<file path="src/rtl/pipe_stage_elastic.sv">
// Elastic pipeline stage: valid/ready handshake, optional skid entry,
// flush-to-bubble and saturating stall/flush performance counters.
module pipe_stage_elastic #(
  parameter int unsigned        DATA_W = 96,
  parameter logic [DATA_W-1:0]  BUBBLE = {64'b0, 32'h00000013},
  parameter bit                 SKID   = 1'b1,
  parameter int unsigned        CNT_W  = 32
) (
  input  logic              clk,
  input  logic              rst,
  input  logic              in_valid,
  output logic              in_ready,
  input  logic [DATA_W-1:0] in_data,
  output logic              out_valid,
  input  logic              out_ready,
  output logic [DATA_W-1:0] out_data,
  input  logic              flush,
  output logic [1:0]        occupancy,
  output logic [CNT_W-1:0]  stall_cnt,
  output logic [CNT_W-1:0]  flush_cnt
);

  logic              r_main_valid;
  logic [DATA_W-1:0] r_main_data;
  logic              r_skid_valid;
  logic [DATA_W-1:0] r_skid_data;
  logic [CNT_W-1:0]  r_stall_cnt;
  logic [CNT_W-1:0]  r_flush_cnt;

  logic              w_in_ready;
  logic              w_accept;
  logic              w_deliver;
  logic              w_stall;
  logic              w_main_valid_nxt;
  logic [DATA_W-1:0] w_main_data_nxt;
  logic              w_skid_valid_nxt;
  logic [DATA_W-1:0] w_skid_data_nxt;

  // With a skid entry, in_ready comes straight from the skid valid flop,
  // so the downstream ready never reaches the upstream combinationally.
  assign w_in_ready = SKID ? !r_skid_valid : (!r_main_valid || out_ready);
  assign w_accept   = in_valid && w_in_ready;
  assign w_deliver  = r_main_valid && out_ready;
  assign w_stall    = r_main_valid && !out_ready;

  // Next-state for main and skid entries; flush overrides every transfer.
  always_comb begin
    w_main_valid_nxt = r_main_valid;
    w_main_data_nxt  = r_main_data;
    w_skid_valid_nxt = r_skid_valid;
    w_skid_data_nxt  = r_skid_data;
    if (flush) begin
      w_main_valid_nxt = 1'b0;
      w_main_data_nxt  = BUBBLE;
      w_skid_valid_nxt = 1'b0;
      w_skid_data_nxt  = BUBBLE;
    end else if (SKID) begin
      if (w_deliver) begin
        if (r_skid_valid) begin
          // in_ready is low while skid is full, so no accept can collide here
          w_main_valid_nxt = 1'b1;
          w_main_data_nxt  = r_skid_data;
          w_skid_valid_nxt = 1'b0;
          w_skid_data_nxt  = BUBBLE;
        end else if (w_accept) begin
          w_main_valid_nxt = 1'b1;
          w_main_data_nxt  = in_data;
        end else begin
          w_main_valid_nxt = 1'b0;
          w_main_data_nxt  = BUBBLE;
        end
      end else if (w_accept) begin
        if (!r_main_valid) begin
          w_main_valid_nxt = 1'b1;
          w_main_data_nxt  = in_data;
        end else begin
          w_skid_valid_nxt = 1'b1;
          w_skid_data_nxt  = in_data;
        end
      end
    end else begin
      if (w_accept) begin
        w_main_valid_nxt = 1'b1;
        w_main_data_nxt  = in_data;
      end else if (w_deliver) begin
        w_main_valid_nxt = 1'b0;
        w_main_data_nxt  = BUBBLE;
      end
    end
  end

  // Entry registers; reset loads the bubble payload.
  always_ff @(posedge clk or posedge rst) begin
    if (rst) begin
      r_main_valid <= 1'b0;
      r_main_data  <= BUBBLE;
      r_skid_valid <= 1'b0;
      r_skid_data  <= BUBBLE;
    end else begin
      r_main_valid <= w_main_valid_nxt;
      r_main_data  <= w_main_data_nxt;
      r_skid_valid <= w_skid_valid_nxt;
      r_skid_data  <= w_skid_data_nxt;
    end
  end

  // Saturating performance counters; a stalled flush cycle counts in both.
  always_ff @(posedge clk or posedge rst) begin
    if (rst) begin
      r_stall_cnt <= '0;
      r_flush_cnt <= '0;
    end else begin
      if (w_stall && (r_stall_cnt != '1)) r_stall_cnt <= r_stall_cnt + CNT_W'(1);
      if (flush && (r_flush_cnt != '1)) r_flush_cnt <= r_flush_cnt + CNT_W'(1);
    end
  end

  assign in_ready  = w_in_ready;
  assign out_valid = r_main_valid;
  assign out_data  = r_main_data;
  assign occupancy = {1'b0, r_main_valid} + {1'b0, r_skid_valid};
  assign stall_cnt = r_stall_cnt;
  assign flush_cnt = r_flush_cnt;

endmodule

</file>
<file path="config.mk">
export PLATFORM = sky130hd
export DESIGN_NAME = pipe_stage_elastic
export DESIGN_NICKNAME = d
export VERILOG_FILES = /design/src/rtl/pipe_stage_elastic.sv
export SDC_FILE = /design/constraint.sdc
export NUM_CORES = 1
export LEC_CHECK = 0
export CAP_MARGIN = 25
export CELL_PAD_IN_SITES_DETAIL_PLACEMENT = 2
export CELL_PAD_IN_SITES_GLOBAL_PLACEMENT = 2
export CORE_ASPECT_RATIO = 1.4
export CORE_MARGIN = 2
export CORE_UTILIZATION = 28
export CTS_CLUSTER_DIAMETER = 40
export DETAILED_ROUTE_END_ITERATION = 10
export PLACE_DENSITY_LB_ADDON = 0.1
export SYNTH_ARGS = -nofsm -noshare
export SYNTH_HDL_FRONTEND = slang
export SYNTH_SLANG_ARGS = --single-unit
</file>
<file path="constraint.sdc">
create_clock -name clk -period 8.71 [get_ports clk]
set_input_delay 1.742 -clock clk [delete_from_list [all_inputs] [get_ports clk]]
set_output_delay 1.742 -clock clk [all_outputs]
set_load 0.01 [all_outputs]
</file>
==> run metrics <==
WP buf/inv=4; drt initial violations=387; core region area=0.0376 mm2; number of remaining DRC errors=0; Yosys warning total=0; clk buf depth=3; Congestion Overflow GR=0; postcts setup bufs=0; commonest non-fill, non-tap cell in the layout=clkdlybuf4s50_1; fin crit share=0.491; CTS buffer count=42; vias=8939; CP max FO=50; WL per Instance=21.7 um; worst hold path class=reg2reg; Min Hold Slack=0.475 ns; Slew Viols, Final=0; Async S/R FF share, synth=1.00; status=finished clean; Routed met3 length=1.88 mm; FF+latch count, synth=258; Slew HR=0.402; htree depth=2; post-DP HPWL=24.0 mm; setup_tns=0 ns; Pre-Repair DR Iteration Count=4; Clock Sinks=258; clk_skew=0.0185 ns; die height=235 um; critical path's top delay family=buffers and inverters; final wirelength=37.2 mm; fin crit period=4.27 ns; Finished Core Util=0.409; post-CTS resize count=0; Max Freq=234 MHz; Area growth, synth to finish=43.5%; Power Density=237 mW/mm2; DP Worst Slack=3.91 ns; register clock-pin slew on the reported worst setup and hold paths=0.05 ns; die area=0.0399 mm2; Final Hold Viols=0; Synthesized Nets=1059; Max VDD drop=0.111 mV; CP Launch Type=primary input; total track usage=0.189; met2 WL post-DR=18.8 mm; Worst path slowest cell=clkdlybuf4s50_1; Die Wd=169 um; routability cong.=0.719; nets=1311; setup repair after global routing missed its margin=false; Worst path most repeated cell=buf_4; leakage power figure=6.77 nW; Synth Flop Type=dfrtp_1; antenna violations before repair=2; vias per inst=5.22; crit path DAT=4.69 ns; crit path cell chain=clkdlybuf4s50_1 -> o21ai_1 -> a21oi_4 -> buf_4 -> buf_4 -> nor2_4 -> buf_4 -> a22o_1; sequential share of the synthesized area=0.603; Post-Synthesis Cell Area=0.0107 mm2; Mean Syn Cell Area=11.2 um2; EDFF count, synth=0; count of final setup violators=0; top sig layer=met5; Hold Buf Count CTS=0; CP Data Required Time=9.12 ns; TritonCTS clock tree=built; synth unique cells=40; vias in the first global route=10100; Post-Synthesis Cells=955; DRT antenna net count=0; ratio of cells with drive above 1 in the final layout=0.0872; Port Buffers=264; Worst Slack Setup Final=4.44 ns; Finished Layout Cells=1712; wl on met1=15.5 mm; CTS root buf=clkbuf_16; Top-Level Pins=265; Worst-Skew Late Latency=0.53 ns; pin count of the biggest net entering global routing=135; pin slew with the least headroom to its limit=0.890 ns; Placed Cells=1635; worst setup path category=in2reg; Max-cap violations=0; global-route wire length before repair=59.3 mm; initial core utilization=0.285; most frequent cells in the layout=clkdlybuf4s50_1 (264), dfrtp_1 (252), nand2_1 (120); slowest stage delay, CP=0.69 ns; Core Rows=84; Crit. End Element=flop
[metal layers]
layer | vias to the layer above | global-route usage
met5 | - | 0
met4 | 4 | 0.0616
met3 | 62 | 0.0378
met2 | 237 | 0.322
met1 | 4623 | 0.239
li1 | 4013 | -
[kinds of logic after synthesis]
group,after synthesis,synth area share
mux,2,0.00210
fa+ha+maj,3,0.00350
xor+xnor,62,0.0507
flops,258,0.603
buf+inv,77,0.0271
simple gates,252,0.116
compound gates,301,0.198
[cells in the mapped netlist, types with 10 or more instances]
master | number | area share
o21ai_0 | 94 | 0.044
xnor2_1 | 34 | 0.028
clkbuf_1 | 55 | 0.019
nand2_1 | 120 | 0.042
dfrtp_1 | 252 | 0.59
a22o_1 | 93 | 0.076
nor2_1 | 19 | 0.0067
a22oi_1 | 93 | 0.065
nand3_1 | 22 | 0.010
xor2_1 | 28 | 0.023
nor4_1 | 10 | 0.0058
buf_1 | 13 | 0.0046
and3_1 | 15 | 0.0088
nand4_1 | 28 | 0.016
nor3_1 | 14 | 0.0065
[tightest hold or removal path, stage by stage, from the launching register on]
cell	delay, ns
dfrtp_1	0.34
nand2_1	0.04
o21ai_0	0.06
[cell type report]
type / count / area, um2
Clock buffer: 57 / 1260
Inverter: 8 / 33.8
Multi-Input combinational cell: 620 / 4010
Antenna cell: 1 / 2.50
Tap cell: 473 / 592
Sequential cell: 258 / 6460
Clock inverter: 18 / 233
Fill cell: 3924 / 22300
Timing Repair Buffer: 277 / 2780
[flip-flops by register name, summed over array words and instances (netlist names)]
register      cells
flush_cnt        32
out_data         96
out_valid         1
r_skid_data      96
r_skid_valid      1
stall_cnt        32
[final timing paths]
path | startpoint | endpoint | slack (ns) | depth (start not counted)
setup / recovery | out_ready | r_skid_data[26] | 4.44 | 8
hold / removal | out_data[65] | out_data[65] | 0.47 | 2
setup reg to reg | r_skid_valid | r_skid_data[26] | 5.57 | 8
hold reg to reg | out_data[65] | out_data[65] | 0.47 | 2
max in group asynchronous | rst | r_skid_data[93] | 5.44 | 4
min in group asynchronous | rst | out_data[10] | 1.77 | 3
[per-stage QoR]
step           instance area, um2  total power [mW]
2_1_floorplan               10700              1.61
3_3_place_gp                13800              1.90
3_5_place_dp                13900              1.91
4_1_cts                     15400              3.71
5_1_grt                     15400              3.81
6_report                    15400              3.64
[power by group]
group	internal, mW	switching [mW]
sequential	1.31	0.0990
clock	1.16	0.596
combinational	0.245	0.231
No activity file was read; power rests on OpenSTA's default activity.
==> RTL edit: new RTL, config.mk and constraints unchanged <==
Change the parameter `CNT_W` from 32 to 48.
--- a/src/rtl/pipe_stage_elastic.sv
+++ b/src/rtl/pipe_stage_elastic.sv
@@ -4,7 +4,7 @@
   parameter int unsigned        DATA_W = 96,
   parameter logic [DATA_W-1:0]  BUBBLE = {64'b0, 32'h00000013},
   parameter bit                 SKID   = 1'b1,
-  parameter int unsigned        CNT_W  = 32
+  parameter int unsigned        CNT_W  = 48
 ) (
   input  logic              clk,
   input  logic              rst,
Ports: changed (resized flush_cnt and stall_cnt); port bits go from 265 to 297. The function was not compared with the original's and may differ.
==> RTL edit against the original RTL <==
Synthesized area is 17% higher. Global-route usage is 0.51 points higher. Setup slack better by 150 ps. Via count grew 18%. Design area up 16%. Power grew 12%. First-iteration DRC count shrank 3.6%. Count of clock-buffer cells in the layout down 3. Critical path depth fell by 3. Synthesized cell count is 19% higher. Largest power group unchanged. Sequential cell count increased by 32. Routed wire length is 20% higher. Non-clock buffer count rose by 34.
==> RTL edit: results (changes against the original RTL) <==
* Worst IR Drop VDD at 0.143 mV (was 0.111 mV)
* Post-place setup slack at 3950 ps (was 3910 ps)
* Vias at 10600 (was 8939)
* Top post-synthesis cells by area: dfrtp_1 57%, a22o_1 6.5%, a22oi_1 5.6%, xnor2_1 4.5%, nand2_1 4.1% (was dfrtp_1 59%, a22o_1 7.6%, a22oi_1 6.5%, o21ai_0 4.4%, nand2_1 4.2%)
* Inverters at 9 (was 8)
* Synth Area in Compound Gates at 17.0% (was 19.8%)
* Die width at 183 um (was 169 um)
* Yosys warnings at 0 (unchanged)
* Synth Area in XOR/XNOR at 6.37% (was 5.07%)
* Layout Nets at 1523 (was 1311)
* Top cells by count, synth: 284 x dfrtp_1, 137 x nand2_1, 95 x o21ai_0 (was 252 x dfrtp_1, 120 x nand2_1, 94 x o21ai_0)
* Fraction of area in multi-input gates at 27.7% (was 26.1%)
* Nonclk buf count at 311 (was 277)
* Crit path DAT at 4610 ps (was 4690 ps)
* Share of layout cells above drive strength 1 at 8.77% (was 8.72%)
* Crit path max fanout at 72 (was 50)
* Routed Wire Length at 44700 um (was 37200 um)
* Per-cell routed wire length at 22.1 um (was 21.7 um)
* Initial antenna violation count at 9 (was 2)
* Detailed placer's ending HPWL at 28900 um (was 24000 um)
* GP Congestion at 0.743 (was 0.719)
* Post-synthesis sequential area ratio at 58.0% (was 60.3%)
* Layout clock area frac at 9.85% (was 9.72%)
* Cell area after layout at 17900 sq um (was 15400 sq um)
* Status: finished, final reports clean (unchanged)
* CLK BUF at 54 (was 57)
* Mapped Cells at 1136 (was 955)
* Slew HR at 17.4% (was 40.2%)
* Diode count at 4 (was 1)
* Num CTS Buffers at 48 (was 42)
* Post-Syn Nets at 1240 (was 1059)
* Area post-placement at 16100 sq um (was 13900 sq um)
* Seq area share at 40.7% (was 42.0%)
* Largest net degree at the start of global routing at 180 (was 135)
* Initial DRC Count at 373 (was 387)
* First-pass GRT wire length at 70400 um (was 59300 um)
* Worst-Skew Late Latency at 590 ps (was 530 ps)
* Clk_skew at 28.0 ps (was 18.5 ps)
* TritonCTS Sinks at 290 (was 258)
* Post-synthesis mux area share at 0.270% (was 0.210%)
* Count of multi-input gates at 759 (was 620)
* Post-Synth Adder-Cell Area at 0.300% (was 0.350%)
* Fillers at 4598 (was 3924)
* Number of global-route vias before repair at 11900 (was 10100)
* Buffering overhead at 17.5% (was 18.1%)
* MaxCap Viol Count at 0 (unchanged)
* Port Buf Inserts at 296 (was 264)
* LEAKAGE at 7.73 nW (was 6.77 nW)
* Tot GR Track Use at 19.4% (was 18.9%)
* Clock Pin Slew Worst Setup and Hold Paths at 50 ps (about the same)
* Placed cells at 1925 (was 1635)
* Synth cell types at 50 (was 40)
==> RTL edit: cells by family (layout without fill, tap and decap cells) <==
| logic type | count (synthesis) | in the layout |
|---|---|---|
| AOI/OAI and AO/OA | 302 | 302 |
| buffers and inverters | 87 | 410 |
| muxes | 3 | 3 |
| and+or+nand+nor | 360 | 360 |
| other | 0 | 4 |
| xor gates and xnor gates | 91 | 91 |
| adders and majority gates | 3 | 3 |
| DFF | 290 | 290 |
==> RTL edit: final timing paths <==
| kind | startpoint | end | slack, ps | cells past startpoint |
|---|---|---|---|---|
| setup / recovery | flush | r_skid_data[4] | 4590 | 5 |
| hold / removal | r_skid_data[4] | r_skid_data[4] | 470 | 2 |
| setup reg to reg | r_skid_valid | r_skid_data[4] | 5610 | 6 |
| hold reg to reg | r_skid_data[4] | r_skid_data[4] | 470 | 2 |
| max in group asynchronous | rst | r_skid_data[62] | 5660 | 3 |
| min in group asynchronous | rst | flush_cnt[32] | 1560 | 2 |
==> RTL edit: power breakdown <==
part	internal (W)	switching, W	leakage (nW)	total [W]
Sequential	0.00143	0.0000779	3.91	0.00151
Clock	0.00132	0.000773	0.853	0.00209
Combinational	0.000227	0.000233	2.97	0.000460
Total	0.00298	0.00108	7.73	0.00406
==> RTL edit: critical path: stages <==
cell and delay (ps):
clkdlybuf4s50_1 850, a21oi_4 840, buf_4 870, nor3b_1 110, a21oi_1 160
==> RTL edit: per-layer routing <==
layer | routed length, um | track usage (%) | vias to the layer above
met5 | 75 | 0 | -
met4 | 1080 | 6.41 | 12
met3 | 2860 | 5.31 | 88
met2 | 23200 | 34.9 | 256
met1 | 17500 | 22.2 | 5474
li1 | - | - | 4759
